<file path="config.mk">
export PLATFORM = sky130hd
export DESIGN_NAME = mem_port_arbiter
export DESIGN_NICKNAME = d
export VERILOG_FILES = /design/src/rtl/mem_port_arbiter_pkg.sv /design/src/rtl/mem_port_arbiter_starve_cnt.sv /design/src/rtl/mem_port_arbiter.sv
export SDC_FILE = /design/constraint.sdc
export NUM_CORES = 1
export LEC_CHECK = 0
export CAP_MARGIN = 20
export CORE_MARGIN = 4
export CORE_UTILIZATION = 37
export DETAILED_ROUTE_END_ITERATION = 8
export PLACE_DENSITY = 0.83
export SETUP_SLACK_MARGIN = 0.05
export SLEW_MARGIN = 40
export SYNTH_ARGS = -nofsm -noshare
export SYNTH_HDL_FRONTEND = slang
export SYNTH_SLANG_ARGS = --single-unit
</file>
<file path="constraint.sdc">
create_clock -name clk -period 1.9 [get_ports clk]
set_input_delay 0.57 -clock clk [delete_from_list [all_inputs] [get_ports clk]]
set_output_delay 0.57 -clock clk [all_outputs]
set_load 0.005 [all_outputs]
</file>
<file path="src/rtl/mem_port_arbiter_pkg.sv">
// Shared types and default widths for the CPU/DMA memory port arbiter.
// Latency: n/a (types only).
// Backpressure: n/a (types only).
package mem_arb_pkg;

  localparam int ARB_AW = 12;
  localparam int ARB_DW = 16;

  // Which requester owns the RAM read data arriving this cycle.
  typedef enum logic [1:0] {
    OWN_NONE = 2'd0,
    OWN_CPU  = 2'd1,
    OWN_DMA  = 2'd2
  } owner_t;

  // Which requester wins when both ask in the same cycle.
  typedef enum logic {
    PRI_CPU = 1'b0,
    PRI_DMA = 1'b1
  } prio_t;

endpackage

</file>
<file path="src/rtl/mem_port_arbiter_starve_cnt.sv">
// DMA anti-starvation: counts denied DMA cycles and flips priority to DMA for one access.
// Latency: prio is registered; it reflects the wait count as of the previous clock edge.
// Backpressure: none; observes dma_req/dma_gnt only.
module arb_starve_cnt
  import mem_arb_pkg::*;
#(
  parameter int MAX_WAIT = 4
) (
  input  logic  clk,
  input  logic  rst,
  input  logic  dma_req,
  input  logic  dma_gnt,
  output prio_t prio
);

  localparam int CW = $clog2(MAX_WAIT + 1);
  localparam logic [CW-1:0] WAIT_MAX = CW'(MAX_WAIT);

  logic [CW-1:0] wait_cnt;
  logic [CW-1:0] wait_nxt;

  // Next wait count: clear on a DMA grant, else count denied DMA cycles up to the ceiling.
  always_comb begin
    wait_nxt = wait_cnt;
    if (dma_gnt) begin
      wait_nxt = '0;
    end else if (dma_req && (wait_cnt != WAIT_MAX)) begin
      wait_nxt = wait_cnt + CW'(1);
    end
  end

  // Wait counter register.
  always_ff @(posedge clk or negedge rst) begin
    if (!rst) begin
      wait_cnt <= '0;
    end else begin
      wait_cnt <= wait_nxt;
    end
  end

  // Priority flips to DMA on the edge the ceiling is reached, so the DMA wins the very next
  // cycle; it drops back to CPU after exactly one DMA grant.
  always_ff @(posedge clk or negedge rst) begin
    if (!rst) begin
      prio <= PRI_CPU;
    end else begin
      case (prio)
        PRI_CPU: if (wait_nxt == WAIT_MAX) prio <= PRI_DMA;
        PRI_DMA: if (dma_gnt) prio <= PRI_CPU;
        default: prio <= PRI_CPU;
      endcase
    end
  end

endmodule

</file>
<file path="src/rtl/mem_port_arbiter.sv">
// Shares one single-port RAM between CPU (fixed priority) and DMA (anti-starvation); ARB_STATS_EN adds grant/stall counters.
// Latency: grant and RAM drive combinational in the request cycle; read data one cycle after grant.
// Backpressure: a requester holds req/we/addr/wdata until its gnt; the loser simply waits.
module mem_port_arbiter
  import mem_arb_pkg::*;
#(
  parameter int AW       = ARB_AW,
  parameter int DW       = ARB_DW,
  parameter int MAX_WAIT = 4
) (
  input  logic          clk,
  input  logic          rst,
  input  logic          cpu_req,
  input  logic          cpu_we,
  input  logic [AW-1:0] cpu_addr,
  input  logic [DW-1:0] cpu_wdata,
  output logic          cpu_gnt,
  output logic          cpu_rvalid,
  output logic [DW-1:0] cpu_rdata,
  input  logic          dma_req,
  input  logic          dma_we,
  input  logic [AW-1:0] dma_addr,
  input  logic [DW-1:0] dma_wdata,
  output logic          dma_gnt,
  output logic          dma_rvalid,
  output logic [DW-1:0] dma_rdata,
  output logic          ram_wren,
  output logic [AW-1:0] ram_address,
  output logic [DW-1:0] ram_data,
  input  logic [DW-1:0] ram_q
`ifdef ARB_STATS_EN
  ,
  output logic [15:0]   cpu_gnt_cnt,
  output logic [15:0]   dma_gnt_cnt,
  output logic [15:0]   stall_cnt
`endif
);

  prio_t         prio;
  owner_t        rd_owner;
  logic [AW-1:0] addr_q;
  logic [DW-1:0] data_q;
  logic [DW-1:0] cpu_rd_q;
  logic [DW-1:0] dma_rd_q;

  arb_starve_cnt #(
    .MAX_WAIT (MAX_WAIT)
  ) u_starve (
    .clk     (clk),
    .rst     (rst),
    .dma_req (dma_req),
    .dma_gnt (dma_gnt),
    .prio    (prio)
  );

  // Grant: DMA wins only when alone or when it holds priority; the two grants are exclusive.
  always_comb begin
    dma_gnt = dma_req && (!cpu_req || (prio == PRI_DMA));
    cpu_gnt = cpu_req && !dma_gnt;
  end

  // Remember the last driven address/data so an idle RAM port does not toggle.
  always_ff @(posedge clk or negedge rst) begin
    if (!rst) begin
      addr_q <= '0;
      data_q <= '0;
    end else if (cpu_gnt) begin
      addr_q <= cpu_addr;
      data_q <= cpu_wdata;
    end else if (dma_gnt) begin
      addr_q <= dma_addr;
      data_q <= dma_wdata;
    end
  end

  // RAM port mux: granted requester drives, otherwise hold with write disabled.
  always_comb begin
    ram_wren    = 1'b0;
    ram_address = addr_q;
    ram_data    = data_q;
    if (cpu_gnt) begin
      ram_wren    = cpu_we;
      ram_address = cpu_addr;
      ram_data    = cpu_wdata;
    end else if (dma_gnt) begin
      ram_wren    = dma_we;
      ram_address = dma_addr;
      ram_data    = dma_wdata;
    end
  end

  // Track who issued the read whose data ram_q carries next cycle; writes produce no owner.
  always_ff @(posedge clk or negedge rst) begin
    if (!rst) begin
      rd_owner <= OWN_NONE;
    end else if (cpu_gnt && !cpu_we) begin
      rd_owner <= OWN_CPU;
    end else if (dma_gnt && !dma_we) begin
      rd_owner <= OWN_DMA;
    end else begin
      rd_owner <= OWN_NONE;
    end
  end

  // Capture each port's returned word so its rdata stays stable while it is not the owner.
  always_ff @(posedge clk or negedge rst) begin
    if (!rst) begin
      cpu_rd_q <= '0;
      dma_rd_q <= '0;
    end else begin
      if (rd_owner == OWN_CPU) cpu_rd_q <= ram_q;
      if (rd_owner == OWN_DMA) dma_rd_q <= ram_q;
    end
  end

  // Read return: owner sees ram_q directly, the other port its held word.
  always_comb begin
    cpu_rvalid = (rd_owner == OWN_CPU);
    dma_rvalid = (rd_owner == OWN_DMA);
    cpu_rdata  = cpu_rvalid ? ram_q : cpu_rd_q;
    dma_rdata  = dma_rvalid ? ram_q : dma_rd_q;
  end

`ifdef ARB_STATS_EN
  // Free-running wrap-around counters of grants and of cycles any requester was kept waiting.
  always_ff @(posedge clk or negedge rst) begin
    if (!rst) begin
      cpu_gnt_cnt <= '0;
      dma_gnt_cnt <= '0;
      stall_cnt   <= '0;
    end else begin
      if (cpu_gnt) cpu_gnt_cnt <= cpu_gnt_cnt + 16'd1;
      if (dma_gnt) dma_gnt_cnt <= dma_gnt_cnt + 16'd1;
      if ((cpu_req && !cpu_gnt) || (dma_req && !dma_gnt)) stall_cnt <= stall_cnt + 16'd1;
    end
  end
`endif

endmodule
</file>
; Word level (Yosys, flattened, before mapping)
; Index checks and enable logic that the tools add are counted.
; W data, S select, Z words.
[op_classes]
n_bitwise = 1
n_addsub = 1
shift = 0
n_reduce_logical = 10
multipliers = 0
order_cmp = 0
n_mux = 15
n_eq_ne = 4
div = 0
[ops]
columns = op, n
row1 = $mux W16, 4
row2 = $mux W12, 2
row3 = $mux W3, 2
row4 = $logic_and A1 B1 Y1, 5
row5 = $logic_not A1 Y1, 4
row6 = $mux W1, 4
row7 = $mux W2, 2
row8 = $add A3 B1 Y3 const B, 1
row9 = $eq A3 B3 Y1 const B, 1
row10 = $ne A3 B3 Y1 const B, 1
row11 = $eq A2 B1 Y1 const B, 1
row12 = $eq A2 B2 Y1 const B, 1
row13 = $pmux W1 S2, 1
row14 = $logic_or A1 B1 Y1, 1
row15 = $not A1 Y1, 1
[totals]
ram_bits = 0
latch_bits = 0
output_inout_bits = 65
word_cells = 38
in_bits = 78
romBits = 0
n_memories = 0
regBits = 66

; Longest topological paths before layout
[depth]
word_depth = 7
mapped_depth = 6

; Hierarchy
; A second synthesis with hierarchy kept.
[unflattened]
cells_unflattened = 256
area_unflattened_um2 = 3098.0
[modules_own_cells]
columns = mod, seq_area_each_um2, area_per_inst_um2, instances, cells_per_inst
row1 = mem_port_arbiter, 1551.5, 2857.7, 1, 235
row2 = arb_starve_cnt, 100.1, 240.2, 1, 21

; Least setup slack after synthesis
; Ideal clock, no wire load.
[synth_path]
kind = input-to-output
from = in dma_req
to = out ram_address[2]
t_arrival_ns = 1.431
path_slack_ns = -0.101
t_required_ns = 1.330
cell_stages = 6
path_cell_list = buf_2 -> nand2_1 -> nand2_1 -> clkbuf_1 -> o22ai_1 -> a31oi_1
[synth_between]
elab_chain_len = 4
[synth_rtl]
columns = item, line_no
row1 = "start, declared", mem_port_arbiter.sv:20  ; input logic dma_req,
row2 = $logic_and A1 B1 Y1 *, mem_port_arbiter.sv:58  ; dma_gnt = dma_req && (!cpu_req || (prio == PRI_DMA));
row3 = $logic_not A1 Y1, mem_port_arbiter.sv:59  ; cpu_gnt = cpu_req && !dma_gnt;
row4 = $logic_and A1 B1 Y1, mem_port_arbiter.sv:59
row5 = $mux W12 *, mem_port_arbiter.sv:81  ; if (cpu_gnt) begin
row6 = "end, declared", mem_port_arbiter.sv:28  ; output logic [AW-1:0] ram_address,
; Every way passes the cells marked *; elsewhere a longest branch is shown, timed or not.

; Worst setup path in the final report
[layout_path]
from = reg u_starve.prio
to = out ram_data[8]
[layout_between]
elab_chain_len = 5
[layout_rtl]
columns = item, line_no
row1 = "start, declared", mem_port_arbiter_starve_cnt.sv:13  ; output prio_t prio
row2 = "start signal, assigned", mem_port_arbiter_starve_cnt.sv:45  ; prio <= PRI_CPU;
row3 = "start signal, assigned", mem_port_arbiter_starve_cnt.sv:48  ; PRI_CPU: if (wait_nxt == WAIT_MAX) prio <= PRI_DMA;
row4 = "start signal, assigned", mem_port_arbiter_starve_cnt.sv:49  ; PRI_DMA: if (dma_gnt) prio <= PRI_CPU;
row5 = $logic_or A1 B1 Y1 *, mem_port_arbiter.sv:58
row6 = $logic_and A1 B1 Y1 *, mem_port_arbiter.sv:58
row7 = $logic_not A1 Y1, mem_port_arbiter.sv:59
row8 = $logic_and A1 B1 Y1, mem_port_arbiter.sv:59
row9 = $mux W16 *, mem_port_arbiter.sv:81
row10 = "end, declared", mem_port_arbiter.sv:29  ; output logic [DW-1:0] ram_data,
; Marks and branches as above.

==> reports/metrics.cfg <==
[outcome]
status=finished, violations left
violations=setup timing

[min_path]
min_path_type=in -> async

[clock_tree]
cts.sinks=66
clk_pin_slew_ps=80
clkLatencyLatePin_ps=340
htree_levels=3
clk_path_buf_depth=2
hold_buffers=0
cts_tree=built
root_buffer=clkbuf_8
numCtsBuffers=9

[global_route]
grt_usage_pct=26.4
grt_pass1_vias=3747
grt_max_degree=40
grt_antenna_before_repair=0
gr-total-overflow=0
grt_pass1_wl_um=19900

[detailed_routing]
ant_nets=0
via_count=3671
avgRoutedWirePerCell_um=21.8
routed_wl_um=14600
drt_iter0_drc=122
route.detailed.drc=0
vias_per_cell=5.46
dr.pass1.iters=4

[yosys]
ys_async_sr_fraction_pct=100
ys_seq_area_share_pct=55.0
synth-edff-count=0
synth_cell_type_count=20
synth_top_cell_by_area=dfrtp_1
synth_top_area_share_pct=55.0
synth_cells=292
syn_area_mm2=0.00300
avgSynthCellArea_um2=10.3
yosys_most_used_dff=dfrtp_1
synth_most_common_cell=dfrtp_1
synth_common_cells=66 x dfrtp_1, 35 x inv_1, 32 x mux2_2
synth_nets=372
synth-seq-cells=66
yosys_warnings=0
synth_area_leaders=dfrtp_1 55%, mux2_2 12%, o22ai_1 6.0%, a31oi_1 5.8%, a21oi_1 5.0%

[sta]
fin_crit_ps=2260
finalMaxSlewViolations=0
fin_worst_skew_ps=8.70
setup_violations=63
max_slew_margin_pct=66.6
rsz0062_at_grt=yes
worst_slew_pin_slew_ps=498
finalCritPeriodShare_pct=119
fmax_mhz=442
finalSetupTns_ps=-17690
setup_slack_ps=-365
finalHoldViolCount=0

[power_and_ir_drop]
switching_share_pct=31.3
p_per_area_mw_per_mm2=1090
p_clk_share_pct=20.8
comb_power_share_pct=51.7
max-vdd-ir-drop_mv=0.570
seq_power_share_pct=27.5
intPower_uw=4970
p_leak_uw=0.00316
switchingPower_uw=2270

[final_layout]
fin_nets=645
fin_area_mm2=0.00667
antennaDiodeCount=0
area_growth_pct=122
drive_gt1_share_pct=58.4
seq_area_mm2=0.00165
fin_cells=672
finish.utilization_pct=85.4
fillCellCount=377
multi_input_comb_area_mm2=0.00174

[die]
initial_utilization_pct=38.4
io_pins=143
fp.dieArea_mm2=0.00961
core.rowCount=32
die_x_um=98.1
core-area_mm2=0.00781
die_h_um=98.1

[worst_setup_path]
critPathTopFamily=buffers and inverters
path_buf_inv=3
cp-start-kind=register
crit_chain=nand2_2 -> nand2_4 -> buf_12 -> buf_16 -> o22ai_2 -> a31oi_1 -> buf_2
crit_end=ram_data[8]
critical_path_arrival_ps=1690
rr_endpoint=u_starve.prio$_DFF_PN0_
critPathKind=reg -> out
crit_cells=7
regToRegStartpoint=u_starve.prio$_DFF_PN0_
endpoint_kind=primary output
setup.worst_path.start=u_starve.prio$_DFF_PN0_
reg2reg_slack_ps=20
cp.required_ps=1330
reg2reg_depth=8
critPathMaxStageDelay_ps=410
cp_slowest_cell=dfrtp_1
cp_max_fo=5

[place]
dp_slack_ps=-965
gp_congestion=0.802
place_inst=551
port_buffers=142
dpl.hpwl_um=6580
place_area_mm2=0.00479

[job]
cap_violations=0

## sequential cells by signal, indices dropped and copies added, names as in the netlist
register and cells:
cpu_rd_q 16, data_q 16, dma_rd_q 16, addr_q 12, u_starve.wait_cnt 3, rd_owner 2
u_starve.prio 1
## power by group through the flow
stage	Combinational, uW	Clock, uW	Sequential, uW
after CTS	3100	1490	1940
final	3740	1510	1990
after global placement	2060	0	1930
after global routing	3920	1590	2020
after floorplan	901	0	1910
after detailed placement	2120	0	1960
## cell type report
class                      instances  share of cell area [%]
tap                              102                    1.91
inverter                          35                    2.01
clock buffer                      10                    2.06
multi-input combinational        167                    26.1
sequential                        66                    24.8
clock inverter                     6                    1.69
timing repair buffer             286                    41.4
## cell families after synthesis
kind of cell	Yosys count	share of synthesized area [%]
AOI/OAI and AO/OA	91	18.2
DFF	66	55.0
buffers and inverters	59	7.84
and+or+nand+nor	41	5.71
muxes	33	12.3
adders and majority gates	2	0.834
## through the flow
| step | total power, uW | hold slack (ps) |
|---|---|---|
| finish | 7240 | 260 |
| CTS | 6540 | 233 |
| global route | 7530 | 269 |
| floorplan | 2810 | 274 |
| detailed placement | 4080 | 480 |
| global placement | 3990 | 477 |
## layout by cell type, fill, tap and decap left out, drive strengths merged
cell type	count
a311oi	1
mux2	32
a311o	1
and2	1
mux2i	1
clkdlybuf4s50	42
dlygate4sd2	31
a21oi	30
nand2b	2
buf	210
o22ai	29
bufinv	3
ha	2
nor2	29
dfrtp	66
clkinv	2
nor2b	4
a31oi	28
o32ai	1
inv	36
o21ai	1
nand2	5
clkbuf	12
dlymetal6s2s	1
## worst min-delay path by stage
stage                          start                             end  slack, ps  cells past startpoint
5_1_grt                          rst           dma_rd_q[1]$_DFF_PN0_        270                      2
6_report                         rst  u_starve.wait_cnt[1]$_DFF_PN0_        260                      2
4_1_cts                          rst             data_q[1]$_DFF_PN0_        230                      2
3_5_place_dp   cpu_rd_q[4]$_DFF_PN0_           cpu_rd_q[4]$_DFF_PN0_        480                      1
2_1_floorplan                    rst             addr_q[0]$_DFF_PN0_        270                      0
3_3_place_gp   cpu_rd_q[0]$_DFF_PN0_           cpu_rd_q[0]$_DFF_PN0_        480                      1
## repair_timing
| item | in CTS | in global routing |
|---|---|---|
| buffers inserted | 78 | 30 |
| gates cloned | 7 | 2 |
| gates resized for setup | 450 | 56 |
| pin swaps | 55 | 2 |
| endpoints found under the setup margin | 66 | 70 |
## routing by layer
layer  wire length, um  vias up  GRT usage, %  share of wire, %
met4               546        0          10.3               3.7
met5                 0        -             0                 0
met2              7530      218          47.4                51
li1                  -     1576             -                 -
met1              5540     1829          30.8                38
met3              1010       48          5.07               6.9
Power figures use the tool's default switching activity.
